`config.mk`:
```
export PLATFORM = sky130hd
export DESIGN_NAME = sram_march_ctrl_flat
export DESIGN_NICKNAME = d
export VERILOG_FILES = /design/src/rtl/sram_march_ctrl_if.sv /design/src/rtl/sram_march_ctrl.sv /design/src/flat_wrapper.sv
export SDC_FILE = /design/constraint.sdc
export NUM_CORES = 1
export LEC_CHECK = 0
export CORE_MARGIN = 5
export CORE_UTILIZATION = 45
export DETAILED_ROUTE_END_ITERATION = 10
export PLACE_DENSITY = 0.8
export SLEW_MARGIN = 15
export SYNTH_ARGS = -nofsm -noshare
export SYNTH_HDL_FRONTEND = slang
export SYNTH_SLANG_ARGS = --single-unit
```
`constraint.sdc`:
```
create_clock -name clk -period 5.9 [get_ports clk]
set_input_delay 1.77 -clock clk [delete_from_list [all_inputs] [get_ports clk]]
set_output_delay 1.77 -clock clk [all_outputs]
set_load 0.1 [all_outputs]
```
`src/rtl/sram_march_ctrl_if.sv`:
```
// sram_march_ctrl_if
// Bundles the BIST control handshake and the SRAM macro bus of
// sram_march_ctrl.
//   slave  modport : the BIST sequencer itself
//   master modport : the requester / SRAM side (testbench, top-level glue)
// Handshake: start is a one-cycle request sampled only while the sequencer
// is idle; busy is high for the whole run and done pulses once as busy falls.
// There is no back-pressure: a request made while busy is simply dropped.
interface sram_march_ctrl_if #(
  parameter int ADDR_WIDTH = 8,
  parameter int DATA_WIDTH = 32,
  parameter int NUM_SRAMS  = 12
);
  logic                  start;
  logic [3:0]            sram_sel;
  logic [DATA_WIDTH-1:0] pattern;
  logic                  busy;
  logic                  done;
  logic [NUM_SRAMS-1:0]  mismatch;
  logic [ADDR_WIDTH-1:0] fail_addr;
  logic [NUM_SRAMS-1:0]  sram_csb;
  logic                  sram_web;
  logic [ADDR_WIDTH-1:0] sram_addr;
  logic [DATA_WIDTH-1:0] sram_din;
  logic [DATA_WIDTH-1:0] sram_dout;

  modport slave (
    input  start, sram_sel, pattern, sram_dout,
    output busy, done, mismatch, fail_addr,
           sram_csb, sram_web, sram_addr, sram_din
  );

  modport master (
    output start, sram_sel, pattern, sram_dout,
    input  busy, done, mismatch, fail_addr,
           sram_csb, sram_web, sram_addr, sram_din
  );
endinterface

```
`src/rtl/sram_march_ctrl.sv`:
```
// sram_march_ctrl
// March C- style BIST sequencer for one selected OpenRAM macro: ascending
// write of the pattern, ascending read/invert-write, descending read-back.
// Every read is compared one cycle after it is issued; a mismatch sets a
// sticky per-macro flag and the first failing address of the run is kept.
// Ports:
//   clk       : system clock, rising edge
//   reset     : asynchronous, active-high
//   bus       : sram_march_ctrl_if.slave (start/sram_sel/pattern request,
//               busy/done/mismatch/fail_addr status, SRAM csb/web/addr/din
//               outputs, sram_dout read data)
//   dbg_state : current FSM state encoding
// Optional feature macro: BIST_STOP_ON_FAIL_EN -- when defined, the first
// mismatch ends the run straight away (jump to DONE, no further accesses).
module sram_march_ctrl #(
  parameter int ADDR_WIDTH = 8,
  parameter int DATA_WIDTH = 32,
  parameter int NUM_SRAMS  = 12
) (
  input  logic              clk,
  input  logic              reset,
  sram_march_ctrl_if.slave  bus,
  output logic [2:0]        dbg_state
);

  typedef enum logic [2:0] {
    S_IDLE, S_W0, S_R0, S_W1, S_R1, S_DRAIN, S_DONE
  } state_t;

  localparam logic [ADDR_WIDTH-1:0] ADDR_MAX = '1;
  localparam int unsigned           NUM_U    = NUM_SRAMS;

  state_t                state_q, state_d;
  logic [ADDR_WIDTH-1:0] addr_q, addr_d;
  logic [3:0]            sel_q, sel_d;
  logic [DATA_WIDTH-1:0] pat_q, pat_d;

  // Pending-compare pipeline: a read issued this cycle is checked next cycle.
  logic                  chk_valid_q;
  logic [ADDR_WIDTH-1:0] chk_addr_q;
  logic [DATA_WIDTH-1:0] chk_exp_q;
  logic                  fail_seen_q;

  logic                  accept;
  logic                  cmp_fail;
  logic                  abort;
  logic                  access_d;
  logic [NUM_SRAMS-1:0]  sel_mask_d;
  logic [NUM_SRAMS-1:0]  sel_mask_q;
  logic [NUM_SRAMS-1:0]  sel_mask_in;

  assign accept   = (state_q == S_IDLE) && bus.start && (32'(bus.sram_sel) < NUM_U);
  assign cmp_fail = chk_valid_q && (bus.sram_dout != chk_exp_q);

`ifdef BIST_STOP_ON_FAIL_EN
  assign abort = cmp_fail;
`else
  assign abort = 1'b0;
`endif

  assign dbg_state = state_q;

  always_comb begin
    state_d = state_q;
    addr_d  = addr_q;
    sel_d   = sel_q;
    pat_d   = pat_q;
    case (state_q)
      S_IDLE: begin
        if (accept) begin
          state_d = S_W0;
          addr_d  = '0;
          sel_d   = bus.sram_sel;
          pat_d   = bus.pattern;
        end
      end
      S_W0: begin
        if (addr_q == ADDR_MAX) begin
          state_d = S_R0;
          addr_d  = '0;
        end else begin
          addr_d = addr_q + 1'b1;
        end
      end
      S_R0: state_d = S_W1;
      S_W1: begin
        // At the top address the descending pass starts from the same address.
        if (addr_q == ADDR_MAX) begin
          state_d = S_R1;
        end else begin
          state_d = S_R0;
          addr_d  = addr_q + 1'b1;
        end
      end
      S_R1: begin
        if (addr_q == '0) state_d = S_DRAIN;
        else              addr_d  = addr_q - 1'b1;
      end
      S_DRAIN: state_d = S_DONE;
      S_DONE:  state_d = S_IDLE;
      default: state_d = S_IDLE;
    endcase
    if (abort) state_d = S_DONE;
  end

  assign access_d    = (state_d == S_W0) || (state_d == S_R0) ||
                       (state_d == S_W1) || (state_d == S_R1);
  assign sel_mask_d  = NUM_SRAMS'(1) << sel_d;
  assign sel_mask_q  = NUM_SRAMS'(1) << sel_q;
  assign sel_mask_in = NUM_SRAMS'(1) << bus.sram_sel;

  always_ff @(posedge clk or posedge reset) begin
    if (reset) begin
      state_q     <= S_IDLE;
      addr_q      <= '0;
      sel_q       <= '0;
      pat_q       <= '0;
      chk_valid_q <= 1'b0;
      chk_addr_q  <= '0;
      chk_exp_q   <= '0;
      fail_seen_q <= 1'b0;
    end else begin
      state_q     <= state_d;
      addr_q      <= addr_d;
      sel_q       <= sel_d;
      pat_q       <= pat_d;
      chk_valid_q <= ((state_q == S_R0) || (state_q == S_R1)) && !abort;
      chk_addr_q  <= addr_q;
      chk_exp_q   <= (state_q == S_R0) ? pat_q : ~pat_q;
      if (accept)                        fail_seen_q <= 1'b0;
      else if (cmp_fail)                 fail_seen_q <= 1'b1;
    end
  end

  // SRAM and status outputs are registered from next-state values so the
  // macro pins change exactly at the clock edge that enters each state.
  always_ff @(posedge clk or posedge reset) begin
    if (reset) begin
      bus.sram_csb  <= '1;
      bus.sram_web  <= 1'b1;
      bus.sram_addr <= '0;
      bus.sram_din  <= '0;
      bus.busy      <= 1'b0;
      bus.done      <= 1'b0;
      bus.mismatch  <= '0;
      bus.fail_addr <= '0;
    end else begin
      bus.sram_csb  <= access_d ? ~sel_mask_d : '1;
      bus.sram_web  <= !((state_d == S_W0) || (state_d == S_W1));
      bus.sram_addr <= access_d ? addr_d : '0;
      bus.sram_din  <= (state_d == S_W0) ? pat_d :
                       (state_d == S_W1) ? ~pat_d : '0;
      bus.busy      <= access_d || (state_d == S_DRAIN);
      bus.done      <= (state_d == S_DONE);
      if (accept) begin
        bus.mismatch  <= bus.mismatch & ~sel_mask_in;
        bus.fail_addr <= '0;
      end else if (cmp_fail) begin
        bus.mismatch <= bus.mismatch | sel_mask_q;
        if (!fail_seen_q) bus.fail_addr <= chk_addr_q;
      end
    end
  end

endmodule

```
`src/flat_wrapper.sv`:
```
// flat-port wrapper written by rule: the top's interface ports become plain ports
module sram_march_ctrl_flat 
#(
  parameter int ADDR_WIDTH = 8,
  parameter int DATA_WIDTH = 32,
  parameter int NUM_SRAMS  = 12
)
  (clk, reset, dbg_state, bus_start, bus_sram_sel, bus_pattern, bus_sram_dout, bus_busy, bus_done, bus_mismatch, bus_fail_addr, bus_sram_csb, bus_sram_web, bus_sram_addr, bus_sram_din);
  sram_march_ctrl_if #(.ADDR_WIDTH(ADDR_WIDTH), .DATA_WIDTH(DATA_WIDTH), .NUM_SRAMS(NUM_SRAMS)) bus_i ();
  input  logic clk;
  input  logic reset;
  output logic [2:0] dbg_state;
  input wire logic [$bits(bus_i.start)-1:0] bus_start;
  input wire logic [$bits(bus_i.sram_sel)-1:0] bus_sram_sel;
  input wire logic [$bits(bus_i.pattern)-1:0] bus_pattern;
  input wire logic [$bits(bus_i.sram_dout)-1:0] bus_sram_dout;
  output wire logic [$bits(bus_i.busy)-1:0] bus_busy;
  output wire logic [$bits(bus_i.done)-1:0] bus_done;
  output wire logic [$bits(bus_i.mismatch)-1:0] bus_mismatch;
  output wire logic [$bits(bus_i.fail_addr)-1:0] bus_fail_addr;
  output wire logic [$bits(bus_i.sram_csb)-1:0] bus_sram_csb;
  output wire logic [$bits(bus_i.sram_web)-1:0] bus_sram_web;
  output wire logic [$bits(bus_i.sram_addr)-1:0] bus_sram_addr;
  output wire logic [$bits(bus_i.sram_din)-1:0] bus_sram_din;
  assign bus_i.start = bus_start;
  assign bus_i.sram_sel = bus_sram_sel;
  assign bus_i.pattern = bus_pattern;
  assign bus_i.sram_dout = bus_sram_dout;
  assign bus_busy = bus_i.busy;
  assign bus_done = bus_i.done;
  assign bus_mismatch = bus_i.mismatch;
  assign bus_fail_addr = bus_i.fail_addr;
  assign bus_sram_csb = bus_i.sram_csb;
  assign bus_sram_web = bus_i.sram_web;
  assign bus_sram_addr = bus_i.sram_addr;
  assign bus_sram_din = bus_i.sram_din;
  sram_march_ctrl #(.ADDR_WIDTH(ADDR_WIDTH), .DATA_WIDTH(DATA_WIDTH), .NUM_SRAMS(NUM_SRAMS)) u_core (.clk(clk), .reset(reset), .bus(bus_i), .dbg_state(dbg_state));
endmodule
```
==> metrics.md <==
| Metric | Value |
|---|---|
| H-tree levels | 4 |
| Ys Warns | 0 |
| WL final | 17500 um |
| PwrDens | 281 nW/um2 |
| GPL Wtd Cong | about 0.9 |
| Reg-to-Reg Start | u_core.dbg_state[1]$_DFF_PP0_ |
| Cell area after synthesis | ~6900 um2 |
| Cell Area, Placed | about 8600 um2 |
| Area of the multi-input gates | about 2600 um2 |
| Initial antenna violation count | 0 |
| DR WL/cell | between 15 and 20 um |
| Final Hold Vio Count | 0 |
| Crit Path Category | register to output port |
| Final Core Density | 0.604 |
| Max stage delay cell, worst path | clkdlybuf4s50_1 |
| Reg2reg end | u_core.bus.sram_din[30]$_DFF_PP0_ |
| Critical Path AT | around 2400 ps |
| Worst vdd ir | 207 uV |
| Worst-skew pair later-pin latency | 430 ps |
| GR Util All Layers | 0.199 |
| # port buffers | around 150 |
| Final nets | 811 |
| Initial Util | 0.459 |
| Clock Tree Root | clkbuf_16 |
| CP max FO | 16 |
| Post-CTS resize count | 0 |
| Yosys cell types | 64 |
| Final worst-path setup slack | 1770 ps |
| Setup crit start | u_core.dbg_state[1]$_DFF_PP0_ |
| Status | finished clean |
| Critical path required time | 4130 ps |
| Tcrit/Tclk final | 0.701 |
| Crit start category | register |
| Fin crit period | between 4000 and 5000 ps |
| Pre-CTS setup slack | 1440 ps |
| DRC | 0 |
| Post-CTS setup repair buffer count | 0 |
| Crit-path cells | clkdlybuf4s50_1 |
| Slew headroom | 0.301 |
| Area growth, synth to finish | 31.7% |
| TritonCTS Buffers | 17 |
| Antenna Diode Count | 0 |
| Final Setup Violations | 0 |
| Crit-path leading delay family | buffers and inverters |
| Pins Over Slew Limit | 0 |
| Hold Path Class | register to register |
| Vias in the first global route | 5284 |
| Clk sinks | ~160 |
| Top_reg_cell synth | dfrtp_1 |
| Delay of the slowest critical-path stage | ~1300 ps |
| Seq/Total Area, Yosys | 0.593 |
| CP bufs+invs | 1 |
| First-pass GRT wire length | 28200 um |
| CTS max path bufs | 2 |
| Fmax | 242 MHz |
| Worst Setup End Kind | output port |
| Largest net degree at the start of global routing | roughly 170 |
| Max cap viols | 0 |
| Routed vias/inst | 5.43 |
| Hold-fix buffers, CTS | 0 |
| RSZ-0062 raised after global routing | no |
| CTS tree | built |
| Leakage | 3.71 nW |
| Rows | 45 |
| Synthesized flop and latch total | roughly 160 |
| Worst-path clk slew | about 60 ps |
| Post-Synthesis Cells | between 500 and 600 |
| Worst-margin pin slew | about 1000 ps |
| R2r setup slk | just over 3000 ps |
| End point of the critical path | dbg_state[1] |
| Die area | between 15000 and 20000 um2 |
| Commonest non-fill, non-tap cell in the layout | dfrtp_1 |
| FILL cells | 1178 |
| Setup TNS | 0 ps |
| WHS | about 480 ps |
| Drt first pass iters | 4 |
| Die height | 134 um |
| Core area | between 15000 and 20000 um2 |
| EDFF count, synth | 0 |
| IO Count | 149 |
| Via count | roughly 5100 |
| Die width | about 130 um |
| Design area | slightly above 9000 um2 |
| FF+latch area | 4120 um2 |
| Crit. path cell count | 1 |
| Post-synth ARST share | 1.00 |
| Most frequent cells in the layout | dfrtp_1, clkdlybuf4s50_1, nand2_1 |
| Initial DRC Count | 280 |
| Antenna viol nets, final | 0 |
| Share of cells above drive strength 1 | 0.132 |
| R2r worst-path depth | 6 |
| HPWL Detailed | roughly 12000 um |
| Gr ovfl total | 0 |
| Clock Skew | 18.2 ps |
| Syn Nets | between 600 and 700 |
| Mean post-synth cell area | 11.7 um2 |
## cells by family after synthesis
group,after synthesis,synth area share
buf+inv,40,0.0294
flops,164,0.593
compound gates,127,0.115
fa+ha+maj,4,0.00720
mux,40,0.0634
xor+xnor,64,0.0807
simple gates,153,0.111
## through the flow
| stage | cells | total power [W] |
|---|---|---|
| floorplan | 592 | 0.00142 |
| global placement | 905 | 0.00153 |
| detailed placement | 905 | 0.00154 |
| CTS | 937 | 0.00260 |
| global route | 937 | 0.00266 |
| finish | 937 | 0.00257 |
## registers in the layout (all words and copies together) (netlist names), 3 cells and up
name	flops
u_core.addr_q	8
u_core.dbg_state	3
u_core.pat_q	32
u_core.chk_addr_q	8
u_core.bus.sram_csb	12
u_core.bus.fail_addr	8
u_core.sel_q	4
u_core.bus.sram_addr	8
u_core.bus.mismatch	12
u_core.chk_exp_q	32
u_core.bus.sram_din	32
## final cells by class
cell class | count | area share
Multi-Input combinational cell | 388 | 0.288
Sequential cell | 164 | 0.450
Inverter | 13 | 0.00574
Clock buffer | 19 | 0.0484
Clock inverter | 13 | 0.0138
Timing Repair Buffer | 152 | 0.168
Tap cell | 188 | 0.0257
## cell usage after synthesis, types with 3 or more instances
master    instances  area (um2)
dfrtp_1         151        3780
nand3_1           4        20.0
a22oi_1           4        30.0
ha_1              4        50.1
o21a_1            3        22.5
nor4_1           10        62.6
a21oi_1          16        80.1
nor2_1           17        63.8
o41ai_1          12         105
dfstp_2          13         342
o21ai_0          63         315
buf_2             7        35.0
nand2b_1          4        25.0
nor3_1           17        85.1
mux2i_1           8        80.1
and2_1            3        18.8
a31oi_1           3        18.8
a221oi_1          5        43.8
clkbuf_1          8        30.0
buf_1             4        15.0
inv_1            13        48.8
xnor2_1          32         280
buf_6             4        45.0
mux2_2           32         360
xor2_1           32         280
buf_4             4        30.0
nand2_1          75         282
## per-layer routing
layer / global-route usage / part of all wire / vias to the layer above
met5: 0 / 0 / -
met4: 0.0628 / 0.015 / 0
met3: 0.0514 / 0.062 / 17
met2: 0.325 / 0.50 / 174
met1: 0.260 / 0.43 / 2538
li1: - / - / 2362
## report_power, final
part           internal (W)  switching (W)  total (W)
Combinational      0.000111       0.000210   0.000321
Sequential          0.00117      0.0000274    0.00120
Clock              0.000597       0.000454    0.00105
## worst min path at each step
| stage | start | to | slack [ps] | cells after the start |
|---|---|---|---|---|
| after CTS | u_core.pat_q[28]$_DFF_PP0_ | u_core.chk_exp_q[28]$_DFF_PP0_ | 490 | 1 |
| after global routing | u_core.pat_q[0]$_DFF_PP0_ | u_core.chk_exp_q[0]$_DFF_PP0_ | 510 | 1 |
| after detailed placement | u_core.pat_q[9]$_DFF_PP0_ | u_core.chk_exp_q[9]$_DFF_PP0_ | 480 | 1 |
| after floorplan | u_core.addr_q[4]$_DFF_PP0_ | u_core.chk_addr_q[4]$_DFF_PP0_ | 350 | 0 |
| after global placement | u_core.pat_q[8]$_DFF_PP0_ | u_core.chk_exp_q[8]$_DFF_PP0_ | 470 | 1 |
| final | u_core.pat_q[0]$_DFF_PP0_ | u_core.chk_exp_q[0]$_DFF_PP0_ | 480 | 1 |
No activity file was read; power rests on OpenSTA's default activity.
